## src/rtl/sync_buffer_fifo.sv

```systemverilog
// sync_buffer_fifo: parametrised first-word-fall-through single-clock FIFO.
// Define SYNC_BUFFER_DROP_CNT_EN to build the saturating drop counter.
module sync_buffer_fifo #(
  parameter int WIDTH    = 16,
  parameter int DEPTH    = 8,
  parameter int AF_LEVEL = 6
) (
  input  logic                       clk,
  input  logic                       rst,
  input  logic                       data_1_en,
  input  logic [WIDTH-1:0]           data_1,
  input  logic                       data_2_ready,
  output logic                       buffer_empty,
  output logic                       buffer_full,
  output logic                       buffer_almost_full,
  output logic                       data_2_valid,
  output logic [WIDTH-1:0]           data_2,
  output logic [$clog2(DEPTH):0]     buffer_count,
  output logic [7:0]                 drop_cnt
);
  localparam int AW = $clog2(DEPTH);
  localparam int CW = AW + 1;

  logic [WIDTH-1:0] mem_q [DEPTH];
  logic [AW-1:0]    wr_ptr_q, wr_ptr_d;
  logic [AW-1:0]    rd_ptr_q, rd_ptr_d;
  logic [CW-1:0]    cnt_q, cnt_d;
  logic             push, pop;

  assign buffer_empty       = (cnt_q == '0);
  assign buffer_full        = (cnt_q == CW'(DEPTH));
  assign buffer_almost_full = (cnt_q >= CW'(AF_LEVEL));
  assign buffer_count       = cnt_q;
  assign data_2_valid       = !buffer_empty;
  assign data_2 = buffer_empty ? '0 : mem_q[rd_ptr_q];

  assign push = data_1_en && !buffer_full;
  assign pop  = data_2_valid && data_2_ready;

  always_comb begin
    wr_ptr_d = wr_ptr_q;
    rd_ptr_d = rd_ptr_q;
    cnt_d    = cnt_q;
    if (push) wr_ptr_d = wr_ptr_q + AW'(1);
    if (pop)  rd_ptr_d = rd_ptr_q + AW'(1);
    if (push && !pop)      cnt_d = cnt_q + CW'(1);
    else if (pop && !push) cnt_d = cnt_q - CW'(1);
  end

  always_ff @(posedge clk or negedge rst) begin
    if (!rst) begin
      wr_ptr_q <= '0;
      rd_ptr_q <= '0;
      cnt_q    <= '0;
    end else begin
      wr_ptr_q <= wr_ptr_d;
      rd_ptr_q <= rd_ptr_d;
      cnt_q    <= cnt_d;
    end
  end

  // Contents need no reset: they are masked until written.
  always_ff @(posedge clk) begin
    if (push) mem_q[wr_ptr_q] <= data_1;
  end

`ifdef SYNC_BUFFER_DROP_CNT_EN
  logic [7:0] drop_q, drop_d;
  logic       drop;

  assign drop = data_1_en && buffer_full;

  always_comb begin
    drop_d = drop_q;
    if (drop && drop_q != 8'hFF) drop_d = drop_q + 8'd1;
  end

  always_ff @(posedge clk or negedge rst) begin
    if (!rst) drop_q <= '0;
    else      drop_q <= drop_d;
  end

  assign drop_cnt = drop_q;
`else
  assign drop_cnt = 8'd0;
`endif

endmodule

```

## config.mk

```make
export PLATFORM = sky130hd
export DESIGN_NAME = sync_buffer_fifo
export DESIGN_NICKNAME = d
export VERILOG_FILES = /design/src/rtl/sync_buffer_fifo.sv
export SDC_FILE = /design/constraint.sdc
export NUM_CORES = 1
export LEC_CHECK = 0
export BUFFER_PORTS_ARGS = -buffer_cell sky130_fd_sc_hd__buf_2
export CAP_MARGIN = 20
export CORE_MARGIN = 2
export CORE_UTILIZATION = 58
export CTS_CLUSTER_SIZE = 10
export DETAILED_ROUTE_END_ITERATION = 8
export PLACE_DENSITY_LB_ADDON = 0.05
export SETUP_SLACK_MARGIN = 0.2
export SLEW_MARGIN = 5
export SYNTH_ARGS = -nofsm -noshare
export SYNTH_HDL_FRONTEND = slang
export SYNTH_SLANG_ARGS = --single-unit
```

## constraint.sdc

```tcl
create_clock -name clk -period 3.2 [get_ports clk]
set_input_delay 0.32 -clock clk [delete_from_list [all_inputs] [get_ports clk]]
set_output_delay 0.32 -clock clk [all_outputs]
set_load 0.01 [all_outputs]
```

==> summary.txt <==
Run status
  • Outcome: completed

STA
  • Count of endpoints failing hold in the final timing report: 0
  • Max Clock Skew: 0.01010 ns
  • Worst rel slew slack: 36.31%
  • Setup Viol. Count Final: 0
  • Setup repair after global routing missed its margin: no
  • Final number of max-transition violations: 0
  • Time the final worst path needs with I/O delays and setup: 2.836 ns
  • Sum of negative setup slack: 0 ns
  • Slew at the pin closest to its max-slew limit: 0.9519 ns
  • Maximum clock frequency: 352.6 MHz
  • Final clock period utilization by the worst path: 88.62%

Floorplanning
  • Placement row count: 35
  • Die Height: 101.4 µm
  • Die outline width: 101.4 µm
  • Die Footprint: 10290 µm²
  • Core box area: 9240 µm²
  • Initial core utilization: 59.58%
  • Number of primary I/O pins: 52

Yosys
  • Sequential share of the synthesized area: 74.36%
  • Number of synthesis warnings: 0
  • Cell variety after synth: 34
  • Post-synthesis average cell area: 20.85 µm²
  • Flops & latches, synth: 138
  • Instance count of the mapped netlist: 264
  • Synth Cell Area: 5505 µm²

Layout
  • Layout cell share with drive strength beyond 1: 39.30%
  • Post-synthesis to final-layout area growth: 16.98%
  • Number of nets in the final layout: 355
  • Most frequent standard cell in the layout excluding fill and tap cells: edfxtp_1
  • Count of antenna diodes in the layout: 0
  • Most frequent cells in the layout: edfxtp_1 (128), buf_2 (43), mux4_2 (32), clkbuf_16 (16), buf_4 (16)
  • Number of non-filler instances in the completed layout: 470

Placed design
  • HPWL reported at the end of detailed placement: 5829 µm
  • Port Buffers: 43
  • Placed Cells: 438
  • Placer congestion estimate: 0.7428

Min path
  • Beginning of the worst hold path: data_1[4]
  • Hold depth: 1
  • Worst Hold Endpoint: mem_q[5][4]$_DFFE_PP_
  • Class of the tightest hold or removal check: in2reg

Route
  • Vias after detailed routing: 2719
  • First-iteration detailed-routing DRC count: 151
  • Final wirelength: 9772 µm
  • First drt pass iteration count: 7
  • Antenna viol nets, final: 0
  • Via-per-instance ratio: 5.785
  • Average routed wire per standard cell: 20.79 µm
  • Remaining routing DRC violations: 0

Clock network
  • Worst-path clk slew: 0.06 ns
  • Buffers inserted by post-CTS timing repair: 0
  • Skew-Pair Late Insertion Delay: 0.51 ns
  • CTS tree: yes
  • H-tree levels: 4
  • CTS Root Buffer Type: clkbuf_8
  • CTS sink cnt: 138
  • Number of buffers created by CTS: 17
  • Number of buffers on the longest clock path: 2

Setup path
  • Critical path peak fanout: 7
  • Worst setup path category: reg2reg
  • Kind of launch point of the worst setup path: flip-flop
  • Startpoint of the worst register-to-register path: buffer_count[1]$_DFFE_PN0P_
  • Worst reg2reg path depth: 9
  • Worst setup path startpoint: buffer_count[1]$_DFFE_PN0P_
  • Arrival time at the worst endpoint: 3.21 ns
  • Worst Path Required: 3.58 ns
  • Reg2reg setup slack: 0.36 ns
  • R2r endpoint: buffer_count[3]$_DFFE_PN0P_
  • Type of element capturing the critical path: flip-flop

Power and ir drop
  • IR Drop Worst-Case VDD: 472.8 µV
  • Areal power density over the cells: 962.3 nW/µm²
  • Static leakage: 0.002260 µW
  • Power after layout: 6197 µW

Global route
  • Remaining global-route overflow: 0
  • Number of antenna violations at the first check in global routing: 0
  • GRT Util Overall: 20.78%
  • Largest net degree at the start of global routing: 19
  • First-pass GRT wire length: 15040 µm
  • Vias in the first global route: 2627

Run
  • Max-capacitance violation count: 0
==> cell families after synthesis <==
family	count (synthesis)	synth area share (%)
AND/OR/NAND/NOR	29	2.841
buffers and inverters	25	2.818
AO/OA/AOI/OAI	23	3.568
other	1	0.06812
flip-flops	138	74.36
adder cells (fa/ha/maj)	6	1.500
multiplexers	36	13.89
XOR/XNOR	6	0.9545
==> stage by stage <==
stage / util [%] / setup slack, ns / hold WS (ns) / instance area, µm²
after floorplan: - / 0.3324 / 0.02441 / 5532
after global placement: 63.85 / 0.2599 / 0.1945 / 5899
after detailed placement: 63.85 / 0.1487 / 0.2024 / 5899
after CTS: 69.64 / 0.2968 / 0.05877 / 6435
after global routing: 69.70 / 0.2372 / 0.06734 / 6440
final: 69.70 / 0.3642 / 0.07687 / 6440
==> metal layers <==
metal,track usage (%),vias to the layer above,wire [µm]
li1,-,1207,-
met1,29.98,1427,4487
met2,31.99,75,4824
met3,5.176,10,349
met4,6.757,0,111
met5,0,-,0
==> area by class of cell <==
class | count | area (µm²)
well taps | 129 | 161.4
multi-input cells | 108 | 1301
fillers | 608 | 2800
repair buffers | 60 | 345.3
clock inverters | 12 | 100.1
flip-flops and latches | 138 | 4095
clock buffers | 19 | 421.7
inverters | 4 | 15.01
==> flip-flops by register name (all words and copies together) (netlist names) <==
signal        cells
mem_q           128
buffer_count      4
wr_ptr_q          3
rd_ptr_q          3
==> synth_stat cells <==
| library cell | count | share of area, % |
|---|---|---|
| a2111o_1 | 1 | 0.20 |
| a21o_1 | 1 | 0.14 |
| a21oi_1 | 2 | 0.18 |
| a22o_1 | 10 | 1.6 |
| a22o_2 | 6 | 1.1 |
| and2_4 | 1 | 0.16 |
| buf_1 | 1 | 0.068 |
| buf_2 | 4 | 0.36 |
| buf_4 | 8 | 1.1 |
| buf_6 | 2 | 0.41 |
| buf_8 | 1 | 0.27 |
| clkbuf_1 | 5 | 0.34 |
| conb_1 | 1 | 0.068 |
| dfrtp_1 | 10 | 4.5 |
| edfxtp_1 | 128 | 70 |
| fa_1 | 1 | 0.36 |
| ha_1 | 5 | 1.1 |
| inv_1 | 4 | 0.27 |
| mux2_2 | 3 | 0.61 |
| mux2i_1 | 1 | 0.18 |
| mux4_2 | 32 | 13 |
| nand2_1 | 5 | 0.34 |
| nand2b_1 | 2 | 0.23 |
| nand3_1 | 5 | 0.45 |
| nand3b_1 | 2 | 0.27 |
| nor2_1 | 7 | 0.48 |
| nor3_1 | 3 | 0.27 |
| o211ai_1 | 2 | 0.27 |
| o21ai_0 | 1 | 0.091 |
| or3_1 | 1 | 0.11 |
| or4_1 | 1 | 0.14 |
| or4_4 | 1 | 0.20 |
| or4b_2 | 1 | 0.18 |
| xnor2_1 | 6 | 0.95 |
==> what timing repair did <==
item,4_1_cts,5_1_grt
resized for setup,1,2
endpoints found under the hold margin,10,0
setup endpoints to repair,1,1
hold buffers,1,0
==> power breakdown <==
part	leakage, µW	total, µW	switching [µW]	internal [µW]
clock	0.000247	1720	698	1020
sequential	0.00128	2460	159	2300
combinational	0.000734	2020	1030	989
==> how the worst max path moves through the flow <==
stage | endpoint | slack [ns] | cells after the start
CTS | buffer_count[3]$_DFFE_PN0P_ | 0.30 | 9
finish | buffer_count[3]$_DFFE_PN0P_ | 0.36 | 9
detailed placement | buffer_count[3]$_DFFE_PN0P_ | 0.15 | 9
global placement | buffer_count[3]$_DFFE_PN0P_ | 0.26 | 9
global route | buffer_count[3]$_DFFE_PN0P_ | 0.24 | 9
floorplan | buffer_count[3]$_DFFE_PN0P_ | 0.33 | 9
==> critical path, cell delays in order (launching register included) <==
cell	delay [ns]
dfrtp_1	0.46
or4b_4	0.60
nand2_1	0.15
inv_1	0.06
ha_2	0.21
inv_1	0.13
ha_1	0.30
or4_1	0.54
o211ai_1	0.14
o211ai_1	0.12
No activity file was read; power rests on OpenSTA's default activity.
